File: src/rtl/bus_arbiter.sv
// Round-robin arbiter for the shared processor bus. Three requesters (fetch,
// execute, decode) compete for the bus interface unit; the winner's operation
// code and address are latched and driven to the BIU until ready_bus returns,
// or until the transfer times out.
//
// Handshake: a requester raises req[i] with its req_sel/req_addr valid and
// holds it until it sees done[i] or err[i], dropping it no later than the
// following cycle. The grant is then held until ready_bus (the BIU's "ready")
// is sampled high in BUS. If that never happens, the grant is held for
// TIMEOUT cycles. Every grant ends with exactly one done or err pulse.
module bus_arbiter #(
  parameter int TIMEOUT = 15,
  parameter int AW      = 16
) (
  input  logic          clk,
  input  logic          reset,
  input  logic [2:0]    req,
  input  logic [1:0]    req_sel0,
  input  logic [1:0]    req_sel1,
  input  logic [1:0]    req_sel2,
  input  logic [AW-1:0] req_addr0,
  input  logic [AW-1:0] req_addr1,
  input  logic [AW-1:0] req_addr2,
  input  logic          ready_bus,
  output logic          cs_biu,
  output logic [1:0]    sel_biu,
  output logic [AW-1:0] biu_addr,
  output logic [2:0]    gnt,
  output logic [2:0]    done,
  output logic [2:0]    err,
  output logic          busy,
  output logic [1:0]    state_dbg
);

  typedef enum logic [1:0] {
    IDLE = 2'd0,
    BUS  = 2'd1,
    DONE = 2'd2
  } state_t;

  // Counter value on the last BUS cycle before a timeout abort.
  localparam logic [7:0] LAST_CNT = 8'(TIMEOUT - 1);

  state_t        state, state_n;
  logic [1:0]    ptr, ptr_n;
  logic [7:0]    cnt, cnt_n;
  logic          cs_n, busy_n;
  logic [1:0]    sel_n;
  logic [AW-1:0] addr_n;
  logic [2:0]    gnt_n, done_n, err_n;
  logic [1:0]    win;
  logic          win_ok;
  logic [3:0]    req_ext;

  // Pad the request vector so a 2-bit index can never fall outside it.
  assign req_ext   = {1'b0, req};
  assign state_dbg = state;

  // Round-robin search: start just after the last winner, wrap modulo 3.
  always_comb begin
    logic [1:0] cand;
    win    = 2'd0;
    win_ok = 1'b0;
    cand   = ptr;
    for (int k = 0; k < 3; k++) begin
      cand = (cand == 2'd2) ? 2'd0 : cand + 2'd1;
      if (!win_ok && req_ext[cand]) begin
        win    = cand;
        win_ok = 1'b1;
      end
    end
  end

  // Next-state and next-output logic; every output is registered below.
  always_comb begin
    state_n = state;
    ptr_n   = ptr;
    cnt_n   = cnt;
    cs_n    = cs_biu;
    sel_n   = sel_biu;
    addr_n  = biu_addr;
    gnt_n   = gnt;
    busy_n  = busy;
    done_n  = 3'b000;
    err_n   = 3'b000;
    case (state)
      IDLE: begin
        if (win_ok) begin
          state_n = BUS;
          ptr_n   = win;
          cnt_n   = 8'd0;
          cs_n    = 1'b1;
          busy_n  = 1'b1;
          gnt_n   = 3'b001 << win;
          case (win)
            2'd0:    begin sel_n = req_sel0; addr_n = req_addr0; end
            2'd1:    begin sel_n = req_sel1; addr_n = req_addr1; end
            default: begin sel_n = req_sel2; addr_n = req_addr2; end
          endcase
        end
      end
      BUS: begin
        if (ready_bus) begin
          state_n = DONE;
          cs_n    = 1'b0;
          gnt_n   = 3'b000;
          done_n  = gnt;
        end else if (cnt == LAST_CNT) begin
          state_n = DONE;
          cs_n    = 1'b0;
          gnt_n   = 3'b000;
          err_n   = gnt;
        end else begin
          cnt_n = cnt + 8'd1;
        end
      end
      DONE: begin
        state_n = IDLE;
        busy_n  = 1'b0;
      end
      default: begin
        state_n = IDLE;
        cs_n    = 1'b0;
        gnt_n   = 3'b000;
        busy_n  = 1'b0;
      end
    endcase
  end

  // State, pointer, counter and output registers with asynchronous reset.
  always_ff @(posedge clk or posedge reset) begin
    if (reset) begin
      state    <= IDLE;
      ptr      <= 2'd2;
      cnt      <= 8'd0;
      cs_biu   <= 1'b0;
      sel_biu  <= 2'b00;
      biu_addr <= '0;
      gnt      <= 3'b000;
      done     <= 3'b000;
      err      <= 3'b000;
      busy     <= 1'b0;
    end else begin
      state    <= state_n;
      ptr      <= ptr_n;
      cnt      <= cnt_n;
      cs_biu   <= cs_n;
      sel_biu  <= sel_n;
      biu_addr <= addr_n;
      gnt      <= gnt_n;
      done     <= done_n;
      err      <= err_n;
      busy     <= busy_n;
    end
  end

endmodule

File: config.mk
export PLATFORM = sky130hd
export DESIGN_NAME = bus_arbiter
export DESIGN_NICKNAME = d
export VERILOG_FILES = /design/src/rtl/bus_arbiter.sv
export SDC_FILE = /design/constraint.sdc
export NUM_CORES = 1
export LEC_CHECK = 0
export BUFFER_PORTS_ARGS = -buffer_cell sky130_fd_sc_hd__buf_2
export CAP_MARGIN = 30
export CORE_MARGIN = 5
export CORE_UTILIZATION = 25
export DETAILED_ROUTE_END_ITERATION = 10
export MAX_ROUTING_LAYER = met4
export PLACE_DENSITY_LB_ADDON = 0.2
export SLEW_MARGIN = 20
export SYNTH_ARGS = -nofsm -noshare
export SYNTH_HDL_FRONTEND = slang
export SYNTH_SLANG_ARGS = --single-unit
File: constraint.sdc
create_clock -name clk -period 2.2 [get_ports clk]
set_input_delay 0.22 -clock clk [delete_from_list [all_inputs] [get_ports clk]]
set_output_delay 0.22 -clock clk [all_outputs]
set_load 0.02 [all_outputs]
==> metrics.md, run 1 <==
| Metric | Value |
|---|---|
| Largest net degree at the start of global routing | 42 |
| Drc violations | 0 |
| CP endpoint kind | register |
| Final hold violation count | 0 |
| Status | completed |
| CP arrival | 1.95 ns |
| IO Pins | 91 |
| Area Overhead vs Synth | 32.63% |
| Routability Congestion | 0.7818 |
| Post-CTS Setup Repair Bufs | 0 |
| Clock Skew | 0.009737 ns |
| FMAX | 0.5629 GHz |
| Antenna diodes | 0 |
| Post-DR wirelength/cell | 15.32 um |
| Hold-fix buffers, CTS | 0 |
| # port buffers | 90 |
| Count leader, synth | dfrtp_1 |
| Min-Delay Path Class | in2async |
| Share of layout cells above drive strength 1 | 40.79% |
| GRT Overall Usage | 11.74% |
| Post-detail-place hpwl | 4317 um |
| Ys async rst share | 100.0% |
| Sequential area share after synthesis | 50.65% |
| CTS resizes | 0 |
| Area leader, netlist | dfrtp_1 |
| Die area | 0.01001 sq mm |
| Maximum vdd drop | 0.4355 mV |
| Max-slew violations | 0 |
| Unique masters post-synth | 44 |
| Worst-path clk slew | 0.08 ns |
| Root buffer cell | clkbuf_8 |
| Starting Density | 25.98% |
| Post-synth top cells | dfrtp_1 (40), a22oi_1 (20), a21oi_1 (19), a2bb2oi_1 (19), nand2_1 (10) |
| Setup_tns | 0 ns |
| Setup CP Type | reg2reg |
| Final WS setup | 0.4234 ns |
| Final Critical Period | 1.777 ns |
| EDFF count, synth | 0 |
| Primary FF master, synth | dfrtp_1 |
| DRT iter0 DRCs | 53 |
| Synth top area cells | dfrtp_1 (49%), a2bb2oi_1 (8.2%), a22oi_1 (7.4%) |
| Endpoints failing setup | 0 |
| CP Launch Type | register |
| Initial antenna violation count | 0 |
| Vias | 1,812 |
| Worst skew pair latency | 0.29 ns |
| Clk buf depth | 2 |
| CTS tree | built |
| Area of the mapped netlist | 0.002028 sq mm |
| Die H | 100.1 um |
| Synthesized net count | 249 |
| Vias in the first global route | 1,845 |
| Relative slew slack | 46.55% |
| RSZ-0062 raised after global routing | no |
| Max cap viols | 0 |
| Crit share post-route | 80.76% |
| Fill cells | 830 |
| Synthesized area per cell | 10.85 sq um |
| Routed vias/inst | 4.781 |
| GRT Residual Overflow | 0 |
| Tightest Pin Transition | 0.8018 ns |
| Synth Register Bits | 41 |
| Htree depth | 2 |
| P per Cell Area | 1298 mW/mm^2 |
| CTS Buf Count | 5 |
| Core box area | 0.007807 sq mm |
| Place WS | 0.4045 ns |
| Nets@finish | 338 |
| ANT nets after route | 0 |
| DRT Wirelength | 5805 um |
| Top-area cell type share of the netlist area | 49.35% |
| Syn. warnings | 0 |
| Req. time, crit path | 2.37 ns |
| Clk sinks | 41 |
| Mapped Cells | 187 |
| Worst-path maximum fanout | 5 |
| Leak | 1.283 nW |
| First-pass GRT wire length | 9142 um |
| Die Span X | 100.1 um |
| # rows | 32 |
| Pre-antenna DRT Iters | 4 |
==> kinds of logic after synthesis <==
logic type	Yosys count	synth area share, %
xor gates and xnor gates	5	2.160
and+or+nand+nor	43	13.14
DFF	41	50.65
buffers and inverters	17	3.886
AOI/OAI and AO/OA	77	27.82
muxes	2	1.110
adders and majority gates	2	1.234
==> power by group <==
group          switching [mW]  internal [mW]
registers               0.196           1.03
clock network           0.262          0.337
logic                   0.978          0.689
==> stage by stage <==
stage / hold WS [ns] / power (mW) / area (sq um) / std cells / util [%]
final: 0.04035 / 3.491 / 2690 / 379 / 34.46
after global routing: 0.08760 / 3.740 / 2690 / 379 / 34.46
after CTS: 0.06811 / 3.562 / 2690 / 379 / 34.46
after detailed placement: 0.3919 / 2.951 / 2582 / 371 / 33.08
after global placement: 0.3857 / 2.928 / 2582 / 371 / 33.08
after floorplan: 0.3509 / 2.403 / 2028 / 187 / -
==> metal layers <==
layer / GRT usage (%) / part of all wire [%] / up-vias / wire, um
li1: - / - / 887 / -
met1: 13.81 / 41 / 872 / 2369
met2: 20.22 / 52 / 49 / 3026
met3: 2.502 / 6.0 / 4 / 349
met4: 3.420 / 1.0 / 0 / 60
met5: - / 0 / - / 0
==> path summary, 6_finish.rpt <==
| kind | slack (ns) | cells after the start | end | from |
|---|---|---|---|---|
| worst max-delay path | 0.42 | 6 | cs_biu | cnt[0] |
| worst min register to register | 0.49 | 1 | busy | busy |
| worst min-delay path | 0.04 | 3 | sel_biu[0] | reset |
| min in group clk | 0.21 | 3 | biu_addr[0] | req_addr0[0] |
| worst max register to register | 0.42 | 6 | cs_biu | cnt[0] |
| max in group asynchronous | 1.78 | 3 | biu_addr[10] | reset |
==> cell type report <==
| class | instances | area [sq um] | area share [%] |
|---|---|---|---|
| clock buffer | 6 | 72.57 | 2.698 |
| clock inverter | 2 | 35.03 | 1.302 |
| inverter | 5 | 18.77 | 0.6977 |
| multi-input combinational | 129 | 928.4 | 34.51 |
| sequential | 41 | 1027 | 38.19 |
| tap | 102 | 127.6 | 4.744 |
| timing repair buffer | 94 | 480.5 | 17.86 |
==> placed cells by master, fill, tap and decap left out, types with 2 or more instances in the layout <==
cell       count
buf_2         90
dfrtp_1       40
a22oi_1       20
a21oi_1       19
a2bb2oi_1     19
nand2_1       10
nor2_1         7
and3_1         6
clkbuf_8       5
o21ai_0        4
inv_1          4
buf_4          4
nor3_1         3
xnor2_1        3
or3_1          2
nand3_1        2
xor2_1         2
nor2b_1        2
nand2b_1       2
mux2_2         2
o21ai_2        2
a21o_1         2
ha_1           2
==> flip-flops by register name, indices dropped and copies added, names as in the netlist <==
signal and flops:
biu_addr 16, cnt 8, done 3, err 3, gnt 3, ptr 2, sel_biu 2, state_dbg 2
busy 1, cs_biu 1
==> worst max-delay path, cell delays in order (launching register included) <==
cell	delay, ns
dfrtp_1	0.41
inv_1	0.11
ha_1	0.15
or4b_4	0.50
nor3_2	0.26
o41ai_1	0.10
a21boi_0	0.13
No activity file was read; power rests on OpenSTA's default activity.
==> run 2, diff against run 1 <==
==> constraint.sdc (replaced) <==
create_clock -name clk -period 1.5 [get_ports clk]
set_input_delay 0.15 -clock clk [delete_from_list [all_inputs] [get_ports clk]]
set_output_delay 0.15 -clock clk [all_outputs]
set_load 0.02 [all_outputs]
==> run 2 against run 1 <==
The flow now finishes with violations (setup timing). Clock power is 58% higher. Register-to-register slack worse by 0.62 ns. Critical path depth stayed put. Routed wire length is 2.5% higher. Sequential cell count stayed put. Worst setup slack worse by 0.62 ns.
==> metrics.md, run 2 (synthesized netlist as in run 1, its figures left out) <==
| Metric | Value |
|---|---|
| Nets@finish | 360 (was 338) |
| Routed vias/inst | 4.656 (was 4.781) |
| Tightest Pin Transition | 0.3160 ns (was 0.8018 ns) |
| GRT Overall Usage | 12.37% (was 11.74%) |
| Vias in the first global route | 1,877 (was 1,845) |
| Place WS | -0.1795 ns (was 0.4045 ns) |
| Maximum vdd drop | 0.6516 mV (was 0.4355 mV) |
| Worst skew pair latency | 0.29 ns (about the same) |
| Die H | 100.1 um (unchanged) |
| Most common cell after layout, fill and taps aside | buf_2 (unchanged) |
| Leak | 1.415 nW (was 1.283 nW) |
| CP Launch Type | register (unchanged) |
| Starting Density | 25.98% (unchanged) |
| Max FFs per register | 16 (unchanged) |
| RSZ-0062 raised after global routing | yes (was no) |
| Bufs and invs on worst path | 1 (unchanged) |
| Drc violations | 0 (unchanged) |
| WHS Endpoint | biu_addr[14] |
| Final hold violation count | 0 (unchanged) |
| Final Critical Period | 1.694 ns (was 1.777 ns) |
| Slowest CP cell | or4b_4 (unchanged) |
| CP delay by family, top | simple AND/OR/NAND/NOR gates (unchanged) |
| Relative slew slack | 78.88% (was 46.55%) |
| Endpoints failing setup | 14 (was 0) |
| HP Start | req_addr0[14] |
| ANT nets after route | 0 (unchanged) |
| Max-slew violations | 0 (unchanged) |
| CTS tree | built (unchanged) |
| Pre-antenna DRT Iters | 4 (unchanged) |
| FMAX | 0.5905 GHz (was 0.5629 GHz) |
| Crit path from | cnt[0] (unchanged) |
| Share of layout cells above drive strength 1 | 47.83% (was 40.79%) |
| Max cap viols | 0 (unchanged) |
| Fill cells | 795 (was 830) |
| # rows | 32 (unchanged) |
| # port buffers | 90 (unchanged) |
| Largest register by flop count | biu_addr (unchanged) |
| Die Span X | 100.1 um (unchanged) |
| Worst-path maximum fanout | 5 (unchanged) |
| Final Instance Area | 0.002968 sq mm (was 0.002690 sq mm) |
| Post-DR wirelength/cell | 14.85 um (was 15.32 um) |
| Failing checks | setup timing |
| FF-to-FF End | cnt[3] (was cs_biu) |
| Clock Skew | 0.007939 ns (was 0.009737 ns) |
| Status | finished with violations (was completed) |
| Largest net degree at the start of global routing | 42 (unchanged) |
| Min-Delay Path Class | in2reg (was in2async) |
| Post-detail-place hpwl | 4348 um (was 4317 um) |
| Largest regs | biu_addr (16), cnt (8) (unchanged) |
| R2R cell count | 6 (unchanged) |
| Worst-path clk slew | 0.08 ns (about the same) |
| Reg-to-reg critical path startpoint | cnt[0] (unchanged) |
| CTS Buf Count | 5 (unchanged) |
| Setup CP Type | reg2reg (unchanged) |
| CP endpoint kind | register (unchanged) |
| Clk buf depth | 2 (unchanged) |
| Final WS setup | -0.1935 ns (was 0.4234 ns) |
| FF-to-FF setup slack | -0.19 ns (was 0.42 ns) |
| Core box area | 0.007807 sq mm (unchanged) |
| Antenna diodes | 0 (unchanged) |
| Root buffer cell | clkbuf_8 (unchanged) |
| Cell chain of the critical path | inv_2 > ha_1 > or4b_4 > o31ai_4 > or3_1 > a21oi_1 (was inv_1 > ha_1 > or4b_4 > nor3_2 > o41ai_1 > a21boi_0) |
| Commonest cells after routing, fill and taps aside | buf_2 (90), dfrtp_1 (38), a22oi_1 (19), a2bb2oi_1 (19), buf_4 (19) (was buf_2 (90), dfrtp_1 (40), a22oi_1 (20), a21oi_1 (19), a2bb2oi_1 (19)) |
| First-pass GRT wire length | 9611 um (was 9142 um) |
| Req. time, crit path | 1.68 ns (was 2.37 ns) |
| P per Cell Area | 1894 mW/mm^2 (was 1298 mW/mm^2) |
| Area after DPL | 0.002766 sq mm (was 0.002582 sq mm) |
| DRT iter0 DRCs | 60 (was 53) |
| Clk sinks | 41 (unchanged) |
| Die area | 0.01001 sq mm (unchanged) |
| Hold Path Depth | 3 |
| IO Pins | 91 (unchanged) |
| Routability Congestion | 0.7509 (was 0.7818) |
| Vias | 1,867 (was 1,812) |
| Crit share post-route | 112.9% (was 80.76%) |
| CP arrival | 1.87 ns (was 1.95 ns) |
| Initial antenna violation count | 0 (unchanged) |
| DRT Wirelength | 5953 um (was 5805 um) |
| GRT Residual Overflow | 0 (unchanged) |
| Max stage delay on crit path | 0.50 ns (about the same) |
| Area Overhead vs Synth | 46.33% (was 32.63%) |
| Htree depth | 2 (unchanged) |
-- run 2: cell types whose count changed in the layout (fill, tap and decap cells not counted), moves of 2 or more --
cell,previous run,this run
buf_4,4,19
buf_12,0,5
o21ai_0,4,0
o21ai_1,1,5
a21oi_1,19,17
a21oi_2,0,2
dfrtp_1,40,38
dfrtp_2,0,2
-- run 2: worst min-delay path: cells and delay by family --
kind / cells / cell delay (ns)
buffers and inverters: 1 / 0.08
AO/OA/AOI/OAI: 2 / 0.16
-- run 2: per-stage QoR --
step                      std cells  hold slack, ns  utilization, %  total power, mW  setup TNS [ns]
after floorplan                 187          0.2809               -            3.594          -1.374
after global placement          387          0.2075           35.43            4.582          -1.890
after detailed placement        387          0.2054           35.43            4.603          -2.449
after CTS                       397          0.1207           37.31            5.609          -1.793
after global routing            401          0.1270           38.01            6.032          -2.985
final                           401          0.1338           38.01            5.621          -1.711
-- run 2: where the power goes --
| part | switching, mW | total (mW) | internal (mW) |
|---|---|---|---|
| sequential | 0.279 | 1.79 | 1.51 |
| clock | 0.404 | 0.946 | 0.542 |
| combinational | 1.54 | 2.88 | 1.34 |
| total | 2.23 | 5.62 | 3.39 |
-- run 2: final cells by class --
cell class / count / area, sq um / share of cell area (%)
clock buffers: 6 / 82.58 / 2.782
clock inverters: 2 / 37.54 / 1.265
inverters: 5 / 18.77 / 0.6324
multi-input cells: 129 / 957.2 / 32.25
flip-flops and latches: 41 / 1030 / 34.70
well taps: 102 / 127.6 / 4.300
repair buffers: 116 / 714.4 / 24.07
-- run 2: metal layers --
| layer | wire length, um | track usage [%] |
|---|---|---|
| met2 | 2775 | 19.19 |
| met5 | 0 | - |
| met4 | 106 | 4.041 |
| met3 | 358 | 2.710 |
| met1 | 2713 | 16.09 |
-- run 2: timing repair --
item	4_1_cts	5_1_grt
setup buffers	1	4
pin swaps	6	5
gates resized for setup	2	5
hold endpoints to repair	40	0
endpoints found under the setup margin	32	29
cloned	0	0
hold buffers	1	0
-- run 2: worst max-delay path by stage --
| stage | end | slack, ns | cells after the start |
|---|---|---|---|
| after floorplan | gnt[2] | -0.16 | 6 |
| after global placement | gnt[2] | -0.17 | 6 |
| after detailed placement | cnt[3] | -0.18 | 6 |
| after CTS | cnt[3] | -0.19 | 6 |
| after global routing | cnt[3] | -0.31 | 6 |
| final | cnt[3] | -0.19 | 6 |
==> run 3, diff against run 2 <==
--- a/config.mk
+++ b/config.mk
@@ -5,6 +5,7 @@
 export SDC_FILE = /design/constraint.sdc
 export NUM_CORES = 1
 export LEC_CHECK = 0
+export ABC_AREA = 1
 export BUFFER_PORTS_ARGS = -buffer_cell sky130_fd_sc_hd__buf_2
 export CAP_MARGIN = 30
 export CORE_MARGIN = 5
==> run 3 against run 2 <==
The flow still finishes with violations (setup timing). First-iteration DRC count is 70% higher. Sequential share of layout area is 5.9 points lower. Global-route usage is 0.13 points higher. Combinational power is 75% higher. Sequential cell count stayed put. Hold slack better by 0.012 ns. Die area is 14% higher. Critical path depth is 3 higher. Fmax is 6.8% lower. Register-to-register slack worse by 0.12 ns. Via count is 29% higher. Cell area is 20% higher.
==> metrics.md, run 3 <==
| Metric | Value |
|---|---|
| Area leader, netlist | dfrtp_1 (unchanged) |
| Count leader, synth | nand2_1 (was dfrtp_1) |
| Setup CP Type | reg2reg (unchanged) |
| Area Overhead vs Synth | 52.03% (was 46.33%) |
| RSZ-0062 raised after global routing | yes (unchanged) |
| EDFF count, synth | 0 (unchanged) |
| Post-detail-place hpwl | 5286 um (was 4348 um) |
| Crit path from | ptr[1] (was cnt[0]) |
| Clk buf depth | 2 (unchanged) |
| Share of layout cells above drive strength 1 | 43.64% (was 47.83%) |
| Max-slew violations | 0 (unchanged) |
| First-pass GRT wire length | 11,340 um (was 9611 um) |
| Core box area | 0.009196 sq mm (was 0.007807 sq mm) |
| Synthesized net count | 387 (was 249) |
| DRT Wirelength | 6985 um (was 5953 um) |
| IO Pins | 91 (unchanged) |
| Die H | 106.9 um (was 100.1 um) |
| Area of the mapped netlist | 0.002347 sq mm (was 0.002028 sq mm) |
| FMAX | 0.5502 GHz (was 0.5905 GHz) |
| Most common cell after layout, fill and taps aside | buf_2 (unchanged) |
| Pre-antenna DRT Iters | 4 (unchanged) |
| Synth top area cells | dfrtp_1 (43%), nand2_1 (13%), nor2_1 (12%) (was dfrtp_1 (49%), a2bb2oi_1 (8.2%), a22oi_1 (7.4%)) |
| Drc violations | 0 (unchanged) |
| Crit path to | gnt[0] (was cnt[3]) |
| Post-DR wirelength/cell | 12.32 um (was 14.85 um) |
| Routability Congestion | 0.8089 (was 0.7509) |
| Switching Share | 47.43% (was 39.63%) |
| Largest register by flop count | biu_addr (unchanged) |
| Leak | 1.862 nW (was 1.415 nW) |
| ANT nets after route | 0 (unchanged) |
| Area after DPL | 0.003246 sq mm (was 0.002766 sq mm) |
| Vias in the first global route | 2,359 (was 1,877) |
| Post-synth top cells | nand2_1 (83), nor2_1 (76), dfrtp_1 (40) (was dfrtp_1 (40), a22oi_1 (20), a21oi_1 (19), a2bb2oi_1 (19), nand2_1 (10)) |
| Gate power share | 66.8% (was 51.3%) |
| Req. time, crit path | 1.71 ns (was 1.68 ns) |
| # port buffers | 90 (unchanged) |
| Worst skew pair latency | 0.29 ns (about the same) |
| Vias | 2,402 (was 1,867) |
| CTS tree | built (unchanged) |
| R2R cell count | 9 (was 6) |
| Max cap viols | 0 (unchanged) |
| CTS Buf Count | 5 (unchanged) |
| FF-to-FF setup slack | -0.32 ns (was -0.19 ns) |
| Mapped Cells | 325 (was 187) |
| Synth Register Bits | 41 (unchanged) |
| Primary FF master, synth | dfrtp_1 (unchanged) |
| Routed vias/inst | 4.236 (was 4.656) |
| Crit share post-route | 121.2% (was 112.9%) |
| Post-layout power | 7.530 mW (was 5.621 mW) |
| Root buffer cell | clkbuf_8 (unchanged) |
| Final hold violation count | 0 (unchanged) |
| HP Start | ready_bus (was req_addr0[14]) |
| Clock Skew | 0.004732 ns (was 0.007939 ns) |
| CP endpoint kind | register (unchanged) |
| Syn. warnings | 0 (unchanged) |
| Crit-path most repeated cell | nand3_2 |
| WP depth | 9 (was 6) |
| Reg-to-reg critical path startpoint | ptr[1] (was cnt[0]) |
| Starting Density | 25.52% (was 25.98%) |
| CP delay by family, top | simple AND/OR/NAND/NOR gates (unchanged) |
| Initial antenna violation count | 0 (unchanged) |
| Die Span X | 106.9 um (was 100.1 um) |
| GRT Residual Overflow | 0 (unchanged) |
| Largest net degree at the start of global routing | 42 (unchanged) |
| Final Instance Area | 0.003568 sq mm (was 0.002968 sq mm) |
| FF-to-FF End | gnt[0] (was cnt[3]) |
| Htree depth | 2 (unchanged) |
| Antenna diodes | 0 (unchanged) |
| Slowest CP cell | dfstp_2 (was or4b_4) |
| Nets@finish | 517 (was 360) |
| Largest regs | biu_addr (16), cnt (8) (unchanged) |
| Internal power | 3.959 mW (was 3.393 mW) |
| Min-Delay Path Class | in2reg (unchanged) |
| Bufs and invs on worst path | 2 (was 1) |
| Final Critical Period | 1.817 ns (was 1.694 ns) |
| P per Cell Area | 2110 mW/mm^2 (was 1894 mW/mm^2) |
| Worst-path maximum fanout | 13 (was 5) |
| Ys async rst share | 100.0% (unchanged) |
| Worst-path clk slew | 0.08 ns (about the same) |
| Sequential area share after synthesis | 43.76% (was 50.65%) |
| Relative slew slack | 81.99% (was 78.88%) |
| DRT iter0 DRCs | 102 (was 60) |
| Max stage delay on crit path | 0.64 ns (was 0.50 ns) |
| CP Launch Type | register (unchanged) |
| Maximum vdd drop | 0.5810 mV (was 0.6516 mV) |
| Reg power frac | 23.6% (was 31.9%) |
| # rows | 35 (was 32) |
| Die area | 0.01143 sq mm (was 0.01001 sq mm) |
| CP arrival | 2.03 ns (was 1.87 ns) |
| Status | finished with violations (unchanged) |
| Tightest Pin Transition | 0.2691 ns (was 0.3160 ns) |
| Unique masters post-synth | 26 (was 44) |
| Fill cells | 993 (was 795) |
| Clk sinks | 41 (unchanged) |
| Commonest cells after routing, fill and taps aside | buf_2 (90), nand2_1 (73), nor2_1 (71), dfrtp_1 (40), inv_1 (33) (was buf_2 (90), dfrtp_1 (38), a22oi_1 (19), a2bb2oi_1 (19), buf_4 (19)) |
| Failing checks | setup timing (unchanged) |
| Max FFs per register | 16 (unchanged) |
| Sw power | 3.572 mW (was 2.228 mW) |
| Endpoints failing setup | 34 (was 14) |
| Cell chain of the critical path | inv_6 > nand3_2 > nand3_4 > nand3_2 > nand2_2 > nor2_4 > nand2_8 > buf_4 > o22ai_1 (was inv_2 > ha_1 > or4b_4 > o31ai_4 > or3_1 > a21oi_1) |
| Top-area cell type share of the netlist area | 42.64% (was 49.35%) |
| Clock Power Share | 9.7% (was 16.8%) |
| GRT Overall Usage | 12.50% (was 12.37%) |
| Synthesized area per cell | 7.222 sq um (was 10.85 sq um) |
| Final WS setup | -0.3175 ns (was -0.1935 ns) |
run 3: cell types whose count changed in the layout (fill, tap and decap cells not counted), moves of 10 or more:
cell,change
a21oi_1,-17
a22oi_1,-19
a2bb2oi_1,-19
buf_4,+10
inv_1,+30
nand2_1,+63
nand2_2,+13
nand3_1,+13
nand3_2,+14
nor2_1,+64
nor2_2,+12
run 3: cells by family (layout without fill, tap and decap cells):
logic type / Yosys count / after routing / synth area share, %
compound gates: 14 / 14 / 3.198
xor+xnor: 3 / 3 / 1.120
fa+ha+maj: 2 / 2 / 1.066
buf+inv: 45 / 175 / 8.688
flops: 41 / 41 / 43.76
simple gates: 220 / 221 / 42.16
run 3: per-layer routing:
| metal | routed length [um] | global-route usage, % | vias up | share of wire [%] |
|---|---|---|---|---|
| li1 | - | - | 1265 | - |
| met3 | 267 | 2.288 | 2 | 3.8 |
| met2 | 3531 | 20.64 | 41 | 51 |
| met5 | 0 | - | - | 0 |
| met1 | 3138 | 15.94 | 1094 | 45 |
| met4 | 48 | 3.014 | 0 | 0.69 |
run 3: timing repair:
action	CTS	global route
pin swaps	7	4
endpoints found under the hold margin	40	0
resized for setup	31	9
cloned	1	1
setup endpoints to repair	34	34
buffers inserted	6	1
hold buffers	1	0
run 3: worst min path at each step:
stage | end | slack (ns) | depth (start not counted)
after global placement | biu_addr[1] | 0.21 | 3
after CTS | done[2] | 0.13 | 3
after global routing | done[0] | 0.15 | 3
final | done[2] | 0.15 | 3
after floorplan | done[0] | 0.31 | 2
after detailed placement | biu_addr[1] | 0.21 | 3
run 3: worst reg2reg max path, stage by stage (launching register included):
cell and delay [ns]:
dfstp_2 0.64, inv_6 0.06, nand3_2 0.07, nand3_4 0.12, nand3_2 0.14, nand2_2 0.07
nor2_4 0.20, nand2_8 0.14, buf_4 0.17, o22ai_1 0.11
run 3: final cells by class:
| type | count | area [sq um] | share of cell area (%) |
|---|---|---|---|
| Clock buffer | 5 | 68.82 | 1.928 |
| Clock inverter | 3 | 17.52 | 0.4909 |
| Inverter | 36 | 142.6 | 3.997 |
| Multi-Input combinational cell | 240 | 1319 | 36.96 |
| Sequential cell | 41 | 1027 | 28.79 |
| Tap cell | 111 | 138.9 | 3.892 |
| Timing Repair Buffer | 131 | 854.6 | 23.95 |
run 3: power groups by stage:
stage	Clock [mW]	Sequential, mW	Combinational (mW)
after floorplan	0	2.19	2.52
after global placement	0	1.80	4.31
after detailed placement	0	1.80	4.35
after CTS	0.773	1.79	4.89
after global routing	0.816	1.85	5.61
final	0.727	1.77	5.03
run 3: metrics by stage:
step | worst slack (ns) | utilization [%] | hold WS [ns] | setup TNS (ns) | cells
after floorplan | -0.1990 | - | 0.3095 | -3.710 | 325
after global placement | -0.3054 | 35.29 | 0.2077 | -7.533 | 550
after detailed placement | -0.3218 | 35.29 | 0.2052 | -7.813 | 550
after CTS | -0.2965 | 38.16 | 0.1332 | -7.921 | 565
after global routing | -0.4759 | 38.80 | 0.1535 | -13.12 | 567
final | -0.3175 | 38.80 | 0.1455 | -8.232 | 567
